<file path="src/rtl/mem_bus_arbiter_pkg.sv">
// Shared types and defaults for the memory bus arbiter and its round-robin picker.
package mem_arb_pkg;
    localparam int NUM_REQ_DEF     = 3;
    localparam int OWNER_W         = 2;
    localparam int TIMEOUT_CYC_DEF = 15;
    localparam int TMO_CNT_W       = 8;

    typedef enum logic [1:0] {
        S_IDLE  = 2'd0,
        S_GRANT = 2'd1,
        S_OWNED = 2'd2,
        S_TURN  = 2'd3
    } arb_state_e;
endpackage

</file>
<file path="src/rtl/mem_bus_arbiter_if.sv">
// Request/grant bundle between the bus requesters and the arbiter.
interface mem_bus_arbiter_if
    import mem_arb_pkg::*;
#(
    parameter int NUM_REQ = NUM_REQ_DEF
) ();
    logic [NUM_REQ-1:0] req;
    logic               bus_busy;
    logic [NUM_REQ-1:0] grant;
    logic [OWNER_W-1:0] owner_id;
    logic               bus_idle;
    logic               timeout_err;

    modport master (
        input  req, bus_busy,
        output grant, owner_id, bus_idle, timeout_err
    );

    modport slave (
        output req, bus_busy,
        input  grant, owner_id, bus_idle, timeout_err
    );
endinterface

</file>
<file path="src/rtl/mem_bus_arbiter_rr_pick.sv">
// Combinational round-robin picker: first set request at or after rr_ptr, wrapping.
module rr_pick
    import mem_arb_pkg::*;
#(
    parameter int NUM_REQ = NUM_REQ_DEF
) (
    input  logic [NUM_REQ-1:0] req_i,
    input  logic [OWNER_W-1:0] rr_ptr_i,
    output logic [NUM_REQ-1:0] pick_o,
    output logic [OWNER_W-1:0] id_o,
    output logic               any_o
);
    function automatic int wrap_idx(input logic [OWNER_W-1:0] base, input int ofs);
        int s;
        s = int'(base) + ofs;
        if (s >= NUM_REQ) s = s - NUM_REQ;
        return s;
    endfunction

    // Scan farthest offset first so the candidate nearest rr_ptr overwrites the rest.
    always_comb begin
        pick_o = '0;
        id_o   = '0;
        any_o  = 1'b0;
        for (int i = NUM_REQ - 1; i >= 0; i--) begin
            if (req_i[wrap_idx(rr_ptr_i, i)]) begin
                pick_o                        = '0;
                pick_o[wrap_idx(rr_ptr_i, i)] = 1'b1;
                id_o                          = OWNER_W'(wrap_idx(rr_ptr_i, i));
                any_o                         = 1'b1;
            end
        end
    end
endmodule

</file>
<file path="src/rtl/mem_bus_arbiter.sv">
// Round-robin memory bus arbiter: IDLE -> GRANT -> OWNED -> TURN with registered outputs.
// Define MEM_ARB_TIMEOUT_EN to revoke a grant that is never taken within TIMEOUT_CYC cycles.
module mem_bus_arbiter
    import mem_arb_pkg::*;
#(
    parameter int NUM_REQ     = NUM_REQ_DEF,
    parameter int TIMEOUT_CYC = TIMEOUT_CYC_DEF
) (
    input  logic              clk,
    input  logic              reset,
    mem_bus_arbiter_if.master bus
);
    if (NUM_REQ < 2 || NUM_REQ > 4 || TIMEOUT_CYC < 1 || TIMEOUT_CYC > 255) begin : g_param_check
        $error("mem_bus_arbiter: NUM_REQ or TIMEOUT_CYC out of range");
    end

    arb_state_e         state_q, state_d;
    logic [NUM_REQ-1:0] grant_q, grant_d;
    logic [OWNER_W-1:0] owner_q, owner_d;
    logic [OWNER_W-1:0] rr_ptr_q, rr_ptr_d;
    logic               bus_idle_q, bus_idle_d;

    logic [NUM_REQ-1:0] pick;
    logic [OWNER_W-1:0] pick_id;
    logic               pick_any;
    logic               owner_req;

`ifdef MEM_ARB_TIMEOUT_EN
    logic [TMO_CNT_W-1:0] tmo_cnt_q, tmo_cnt_d;
    logic                 timeout_err_q, timeout_err_d;
    logic                 tmo_hit;
`endif

    function automatic logic [OWNER_W-1:0] next_id(input logic [OWNER_W-1:0] id);
        return (id == OWNER_W'(NUM_REQ - 1)) ? '0 : id + OWNER_W'(1);
    endfunction

    rr_pick #(.NUM_REQ(NUM_REQ)) u_rr_pick (
        .req_i    (bus.req),
        .rr_ptr_i (rr_ptr_q),
        .pick_o   (pick),
        .id_o     (pick_id),
        .any_o    (pick_any)
    );

    assign owner_req = |(bus.req & grant_q);

`ifdef MEM_ARB_TIMEOUT_EN
    assign tmo_hit = (tmo_cnt_q == TMO_CNT_W'(TIMEOUT_CYC - 1));
`endif

    always_comb begin
        state_d  = state_q;
        grant_d  = grant_q;
        owner_d  = owner_q;
        rr_ptr_d = rr_ptr_q;
`ifdef MEM_ARB_TIMEOUT_EN
        tmo_cnt_d     = tmo_cnt_q;
        timeout_err_d = 1'b0;
`endif
        case (state_q)
            // A busy bus in IDLE belongs to nobody we granted; wait for it to clear.
            S_IDLE: begin
                if (!bus.bus_busy && pick_any) begin
                    grant_d = pick;
                    owner_d = pick_id;
                    state_d = S_GRANT;
`ifdef MEM_ARB_TIMEOUT_EN
                    tmo_cnt_d = '0;
`endif
                end
            end
            S_GRANT: begin
                if (bus.bus_busy) begin
                    state_d = S_OWNED;
                end else if (!owner_req) begin
                    grant_d = '0;
                    state_d = S_TURN;
                end
`ifdef MEM_ARB_TIMEOUT_EN
                else if (tmo_hit) begin
                    grant_d       = '0;
                    rr_ptr_d      = next_id(owner_q);
                    timeout_err_d = 1'b1;
                    state_d       = S_TURN;
                end else begin
                    tmo_cnt_d = tmo_cnt_q + TMO_CNT_W'(1);
                end
`endif
            end
            S_OWNED: begin
                if (!bus.bus_busy) begin
                    grant_d  = '0;
                    rr_ptr_d = next_id(owner_q);
                    state_d  = S_TURN;
                end
            end
            S_TURN: begin
                grant_d = '0;
                state_d = S_IDLE;
            end
            default: begin
                grant_d = '0;
                state_d = S_IDLE;
            end
        endcase
        bus_idle_d = (state_d == S_IDLE);
    end

    always_ff @(posedge clk or negedge reset) begin
        if (!reset) begin
            state_q    <= S_IDLE;
            grant_q    <= '0;
            owner_q    <= '0;
            rr_ptr_q   <= '0;
            bus_idle_q <= 1'b1;
        end else begin
            state_q    <= state_d;
            grant_q    <= grant_d;
            owner_q    <= owner_d;
            rr_ptr_q   <= rr_ptr_d;
            bus_idle_q <= bus_idle_d;
        end
    end

`ifdef MEM_ARB_TIMEOUT_EN
    always_ff @(posedge clk or negedge reset) begin
        if (!reset) begin
            tmo_cnt_q     <= '0;
            timeout_err_q <= 1'b0;
        end else begin
            tmo_cnt_q     <= tmo_cnt_d;
            timeout_err_q <= timeout_err_d;
        end
    end

    assign bus.timeout_err = timeout_err_q;
`else
    assign bus.timeout_err = 1'b0;
`endif

    assign bus.grant    = grant_q;
    assign bus.owner_id = owner_q;
    assign bus.bus_idle = bus_idle_q;
endmodule

</file>
<file path="src/flat_wrapper.sv">
// flat-port wrapper written by rule: the top's interface ports become plain ports
module mem_bus_arbiter_flat import mem_arb_pkg::*;
#(
    parameter int NUM_REQ     = NUM_REQ_DEF,
    parameter int TIMEOUT_CYC = TIMEOUT_CYC_DEF
)
  (clk, reset, bus_req, bus_bus_busy, bus_grant, bus_owner_id, bus_bus_idle, bus_timeout_err);
  mem_bus_arbiter_if #(.NUM_REQ(NUM_REQ)) bus_i ();
  input  logic clk;
  input  logic reset;
  input wire logic [$bits(bus_i.req)-1:0] bus_req;
  input wire logic [$bits(bus_i.bus_busy)-1:0] bus_bus_busy;
  output wire logic [$bits(bus_i.grant)-1:0] bus_grant;
  output wire logic [$bits(bus_i.owner_id)-1:0] bus_owner_id;
  output wire logic [$bits(bus_i.bus_idle)-1:0] bus_bus_idle;
  output wire logic [$bits(bus_i.timeout_err)-1:0] bus_timeout_err;
  assign bus_i.req = bus_req;
  assign bus_i.bus_busy = bus_bus_busy;
  assign bus_grant = bus_i.grant;
  assign bus_owner_id = bus_i.owner_id;
  assign bus_bus_idle = bus_i.bus_idle;
  assign bus_timeout_err = bus_i.timeout_err;
  mem_bus_arbiter #(.NUM_REQ(NUM_REQ), .TIMEOUT_CYC(TIMEOUT_CYC)) u_core (.clk(clk), .reset(reset), .bus(bus_i));
endmodule
</file>
<file path="config.mk">
export PLATFORM = sky130hd
export DESIGN_NAME = mem_bus_arbiter_flat
export DESIGN_NICKNAME = d
export VERILOG_FILES = /design/src/rtl/mem_bus_arbiter_pkg.sv /design/src/rtl/mem_bus_arbiter_if.sv /design/src/rtl/mem_bus_arbiter_rr_pick.sv /design/src/rtl/mem_bus_arbiter.sv /design/src/flat_wrapper.sv
export SDC_FILE = /design/constraint.sdc
export NUM_CORES = 1
export LEC_CHECK = 0
export ABC_AREA = 1
export BUFFER_PORTS_ARGS = -buffer_cell sky130_fd_sc_hd__buf_2
export CORE_UTILIZATION = 48
export DETAILED_ROUTE_END_ITERATION = 12
export PLACE_DENSITY_LB_ADDON = 0.15
export SLEW_MARGIN = 5
export SYNTH_ARGS = -nofsm -noshare
export SYNTH_HDL_FRONTEND = slang
export SYNTH_SLANG_ARGS = --single-unit
</file>
<file path="constraint.sdc">
create_clock -name clk -period 1.6 [get_ports clk]
set_input_delay 0 -clock clk [delete_from_list [all_inputs] [get_ports clk]]
set_output_delay 0 -clock clk [all_outputs]
set_load 0.05 [all_outputs]
</file>
### Yosys cells after proc, flatten, opt, wreduce, memory -nomap -nowiden

Index checks and enable logic that the tools add are counted.

* register bits: 10
* input bits: 6
* output and inout bits: 7
* word-level logic and storage cells: 85

* add/sub/neg operators: 6
* $lt $le $gt $ge: 12
* equality and inequality tests: 8
* muxes and demuxes: 41
* bitwise logic cells: 2
* reduce and logical (&&, ||, !) cells: 11

Operators with widths (count)
* 32-bit by 4-bit less-than comparator with 1-bit output, second input constant: 6
* 32-bit 2-to-1 mux: 6
* 32-bit by 1-bit greater-or-equal comparator with 1-bit output, second input constant: 3
* 3-bit 2-to-1 mux: 7
* 2-bit 2-to-1 mux: 8
* 1-bit 2-to-1 mux: 12
* 3-bit case mux with 4 select lines: 1
* 2-bit case mux with 4 select lines: 1
* 3-bit by 2-bit subtractor with 4-bit output, second input constant: 2
* 1-bit binary-select mux with 2-bit select: 3
* 1-bit demux with 2-bit select: 3
* 2-bit equality test, second input constant: 3
* 3-bit by 2-bit greater-or-equal comparator with 1-bit output, second input constant: 2
* 2-bit inequality test, second input constant: 3
* 1-bit logical AND: 4
* 2-bit logical NOT: 2
* 2-bit AND reduction: 2
* 4-bit AND reduction: 1
* 2-bit by 1-bit adder with 3-bit output, second input constant: 1
* 2-bit by 2-bit adder with 3-bit output, second input constant: 1
* 3-bit AND: 1
* 3-bit OR reduction: 1
* 2-bit by 2-bit subtractor with 3-bit output, second input constant: 1
* 2-bit by 1-bit adder with 2-bit output, second input constant: 1
* other kinds (5): 5

### Logic depth before layout (Yosys ltp)

* word-level depth: 16
* depth in mapped cells: 12
* gate-level depth less buffers: 12

### By module

From an unflattened synthesis, not the netlist that was laid out.

* cell total of the unflattened synthesis: 131
* area total of the unflattened synthesis: 854.6 sq um

Modules (own cells, without submodules)
* mem_bus_arbiter: times used 1, cells an instance 67, area each 525.5 sq um, seq. area each 251.5 sq um
* rr_pick: times used 1, cells an instance 64, area each 329.1 sq um, seq. area each 0.0 sq um

### Least setup slack after synthesis

Ideal clock, no wire load.

* path kind: register -> register
* start point: register u_core.rr_ptr_q[0]
* end point: register u_core.grant_q[2], in the netlist u_core.bus.grant[2]
* setup time: 119 ps
* arrival time: 1436 ps
* required time: 1481 ps
* slack: 45 ps
* cell stages (with the launch flop): 13
* path buffers: 0
* clock period less this slack: 1555 ps
* path through: dfrtp_1 -> inv_1 -> ha_1 -> inv_2 -> nand2_1 -> nand2_2 -> nand2_2 -> nand3_2 -> nand2_4 -> nand2_2 -> nand2_2 -> nand2_1 -> nand2_1

* word-level cells in the longest chain between the ends: 13
* elaborated cells between the ends (all ways): 49
* those cells by class: 5 x add/sub; 9 x order compare; 1 x eq/ne; 29 x mux; 5 x reduce/logical

Ends and longest elaborated chain
* start: declaration: line mem_bus_arbiter.sv:20 `logic [OWNER_W-1:0] rr_ptr_q, rr_ptr_d;`
* start signal: assignment: line mem_bus_arbiter.sv:121 `rr_ptr_q <= rr_ptr_d;`
* 2-bit by 2-bit adder with 3-bit output: line mem_bus_arbiter_rr_pick.sv:15 `s = int'(base) + ofs;`
* 3-bit by 2-bit subtractor with 4-bit output / 3-bit by 2-bit greater-or-equal comparator with 1-bit output (equally long branches)
* 32-bit 2-to-1 mux: line mem_bus_arbiter_rr_pick.sv:16 `if (s >= NUM_REQ) s = s - NUM_REQ;`
* 32-bit 2-to-1 mux: line mem_bus_arbiter_rr_pick.sv:26 `if (req_i[wrap_idx(rr_ptr_i, i)]) begin`
* 32-bit by 1-bit greater-or-equal comparator with 1-bit output (implied by the code) / 32-bit by 4-bit less-than comparator with 1-bit output (equally long branches): line mem_bus_arbiter_rr_pick.sv:28 `pick_o[wrap_idx(rr_ptr_i, i)] = 1'b1;`
* 1-bit logical AND (implied by the code): line mem_bus_arbiter_rr_pick.sv:28
* 1-bit 2-to-1 mux (implied by the code): line mem_bus_arbiter_rr_pick.sv:28
* 1-bit demux with 2-bit select: line mem_bus_arbiter_rr_pick.sv:28
* 3-bit 2-to-1 mux (3 in series): line mem_bus_arbiter_rr_pick.sv:26
* 3-bit 2-to-1 mux: line mem_bus_arbiter.sv:64 `if (!bus.bus_busy && pick_any) begin`
* 3-bit case mux with 4 select lines: line mem_bus_arbiter.sv:61 `case (state_q)`
* end signal: assignment: line mem_bus_arbiter.sv:119 `grant_q <= grant_d;`
* end: declaration: line mem_bus_arbiter.sv:18 `logic [NUM_REQ-1:0] grant_q, grant_d;`

Several ways; a longest one is shown, not always the timed one. The select of a mux whose other input is x is not followed.
A chain may end at the register's enable or synchronous reset.

### Final worst setup path

* start point: register u_core.rr_ptr_q[1]
* end point: register u_core.grant_q[0], in the netlist u_core.bus.grant[0]

The elaborated chain is that of the path after synthesis.

==> qor.yml <==
status: "finished, violations left"
violations: "setup timing"
reg2reg_from: "u_core.rr_ptr_q[1]$_DFFE_PN0P_"
async_reset_ff_share_pct: 100.0
antennaDiodeCount: 0
synth_seq_area_share_pct: 34.72
power_density_nw_per_um2: 2404
clkPwrFrac_pct: 7.2
synthesis.area_um2: 724.4
p_sw_mw: 1.316
clock_latency_ns: 0.27
cts-root-buf: "clkbuf_4"
finalPower_mw: 2.454
crit_type: "register to register"
routed_wl_um: 1804
crit_top_cell: "nand2_4"
fin_nets: 138
p_int_mw: 1.138
path_clk_slew_ns: 0.07
fin_crit_ns: 1.627
syn_avg_cell_area_um2: 6.966
yosysMostFrequentCell: "nand2_1"
drive_above_1_share_pct: 47.24
leakagePower_nw: 0.5402
ys_ff_latch: 10
ys_top_cells_by_area: "dfrtp_1, nand2_1, nand3_1, inv_1, ha_1"
stdcell_count: 142
fin_crit_sh_pct: 101.7
synthTopCellsByCount: "nand2_1, nand3_1, inv_1"
min-delay-start: "bus_bus_busy"
port_buffers: 11
fin_ws_ns: -0.02694
area_growth_pct: 40.93
synth-main-ff-cell: "dfrtp_1"
cp_max_fo: 4
cts_made_buffers: 3
via_per_inst: 5.106
io_pins: 13
grt_pass1_wl_um: 2290
ant_nets: 0
switching_share_pct: 53.65
synth-edff-count: 0
cp.required_ns: 1.75
grt_max_degree: 11
startpoint_type: "register"
netlist_instances: 104
die_area_um2: 1669
hp-class: "input pin to register"
cp_cell_sequence: "ha_4 -> nand2_1 -> nand3_4 -> nand2_4 -> nand3_4 -> nand2_4 -> nand2_4 -> nand2_4 -> nand2_2 -> nand2_2"
pwr-share-comb_pct: 73.9
num_vias: 725
grtUsageTotal_pct: 21.94
antenna_found_initial: 0
clockBufferDepth: 2
synth_cell_type_count: 19
crit_arrival_ns: 1.77
core-area_um2: 1350
yosys.area.top_type: "dfrtp_1"
slowest_delay_ns: 0.46
rows: 13
first_pass_iters: 4
routedWlPerCell_um: 12.70
initial_utilization_pct: 53.66
yosysWarnings: 0
min_path_cells: 3
crit_path_end_kind: "register"
synthesis.nets: 114
grt_pass1_vias: 568
fin_skew_ns: 0.01470
rsz0062_at_grt: "yes"
cts_tree: "done"
max_cap_viol_count: 0
route.detailed.drc: 0
final_hold_viol_count: 0
dpl.hpwl_um: 1225
die_height_um: 40.85
maxSlewViolCount: 0
die_w_um: 40.85
clock_sinks: 10
gp_congestion: 0.7215
ir_worst_vdd_mv: 1.416
dp_cells: 132
power_frac_seq_pct: 18.9
crit_path_start: "u_core.rr_ptr_q[1]$_DFFE_PN0P_"
initialDrtViolationCount: 11
cts_max_level: 1
slowest_stage: "dfrtp_2"
r2r_cells: 10
max_freq_mhz: 614.7
setup_viol: 4
grt_overflow: 0
synthDominantCellAreaShare_pct: 31.09
## cell usage in the layout, fill, tap and decap left out
cell type and instances:
nand2_2 10, nand3_1 14, dfrtp_1 8, dfrtp_2 1, clkbuf_4 3, conb_1 1, nand2_1 18, buf_2 11
inv_2 4, nor2_1 5, nor2_4 1, o21ai_2 5, inv_1 14, buf_4 8, inv_4 1, nand3_2 4
nand2_4 5, dlygate4sd3_1 1, ha_4 3, clkbuf_1 1, ha_2 1, nor3_1 1, o21ai_0 3, nand3_4 2
dfstp_2 1, a21oi_1 1
## power by group through the flow
stage	Sequential (mW)	Combinational, mW	Clock, mW
2_1_floorplan	0.660	0.797	0
3_3_place_gp	0.448	1.30	0
3_5_place_dp	0.446	1.32	0
4_1_cts	0.451	1.40	0.185
5_1_grt	0.478	1.95	0.195
6_report	0.463	1.81	0.177
## worst max-delay path, delay by kind of cell (launching register included)
| kind | cells | cell delay [ns] |
|---|---|---|
| adders and majority gates | 1 | 0.32 |
| DFF | 1 | 0.46 |
| and+or+nand+nor | 9 | 0.71 |
## final timing paths
check,endpoint,slack [ns]
hold reg to reg,u_core.bus.grant[1]$_DFFE_PN0P_,0.51
min in group asynchronous,u_core.bus.grant[2]$_DFFE_PN0P_,0.11
setup reg to reg,u_core.bus.grant[0]$_DFFE_PN0P_,-0.03
hold / removal,u_core.rr_ptr_q[0]$_DFFE_PN0P_,0.07
max in group asynchronous,u_core.bus.bus_idle$_DFF_PN1_,1.22
setup / recovery,u_core.bus.grant[0]$_DFFE_PN0P_,-0.03
## layer usage
layer / wire length [um] / global-route usage (%) / part of all wire, % / vias up
met5: 0 / 0 / 0 / -
met4: 21 / 12.50 / 1.2 / 0
met3: 51 / 3.804 / 2.8 / 4
met2: 938 / 37.11 / 52 / 23
met1: 793 / 25.77 / 44 / 325
li1: - / - / - / 373
## through the flow
stage | util [%] | hold WS (ns) | TNS, ns | instance area [um2] | setup slack [ns]
final | 75.63 | 0.07354 | -0.05297 | 1021 | -0.02694
after global routing | 75.63 | 0.1227 | -0.4017 | 1021 | -0.09323
after CTS | 65.15 | 0.07480 | 0 | 879.6 | 0.007921
after detailed placement | 60.24 | -0.1361 | -0.1064 | 813.3 | -0.03518
after global placement | 60.24 | -0.1365 | -0.01109 | 813.3 | -0.009516
after floorplan | - | -0.2956 | 0 | 724.4 | 0.04470
## final cells by class
class | instances | area, um2
clock buffers | 4 | 26.28
fillers | 98 | 329.1
inverters | 19 | 73.82
multi-input cells | 74 | 524.3
flip-flops and latches | 10 | 252.7
well taps | 15 | 18.77
repair buffers | 20 | 125.1
## cell families (layout without fill, tap and decap cells)
family,count (synthesis),after routing,synth area share [%]
buf+inv,20,43,10.88
fa+ha+maj,4,4,6.909
simple gates,60,60,40.24
compound gates,9,9,6.735
flops,10,10,34.72
other cells,1,1,0.5176
## registers in the layout, summed over array words and instances, names as in the netlist
name	cells
u_core.bus.grant	3
u_core.state_q	2
u_core.bus.owner_id	2
u_core.rr_ptr_q	2
u_core.bus.bus_idle	1
## what timing repair did
action,in CTS,in global routing
hold buffers,1,0
endpoints found under the hold margin,10,0
gates resized for setup,8,27
setup endpoints to repair,5,5
pin swaps,1,10
setup buffers,0,5
Power figures use the tool's default switching activity.
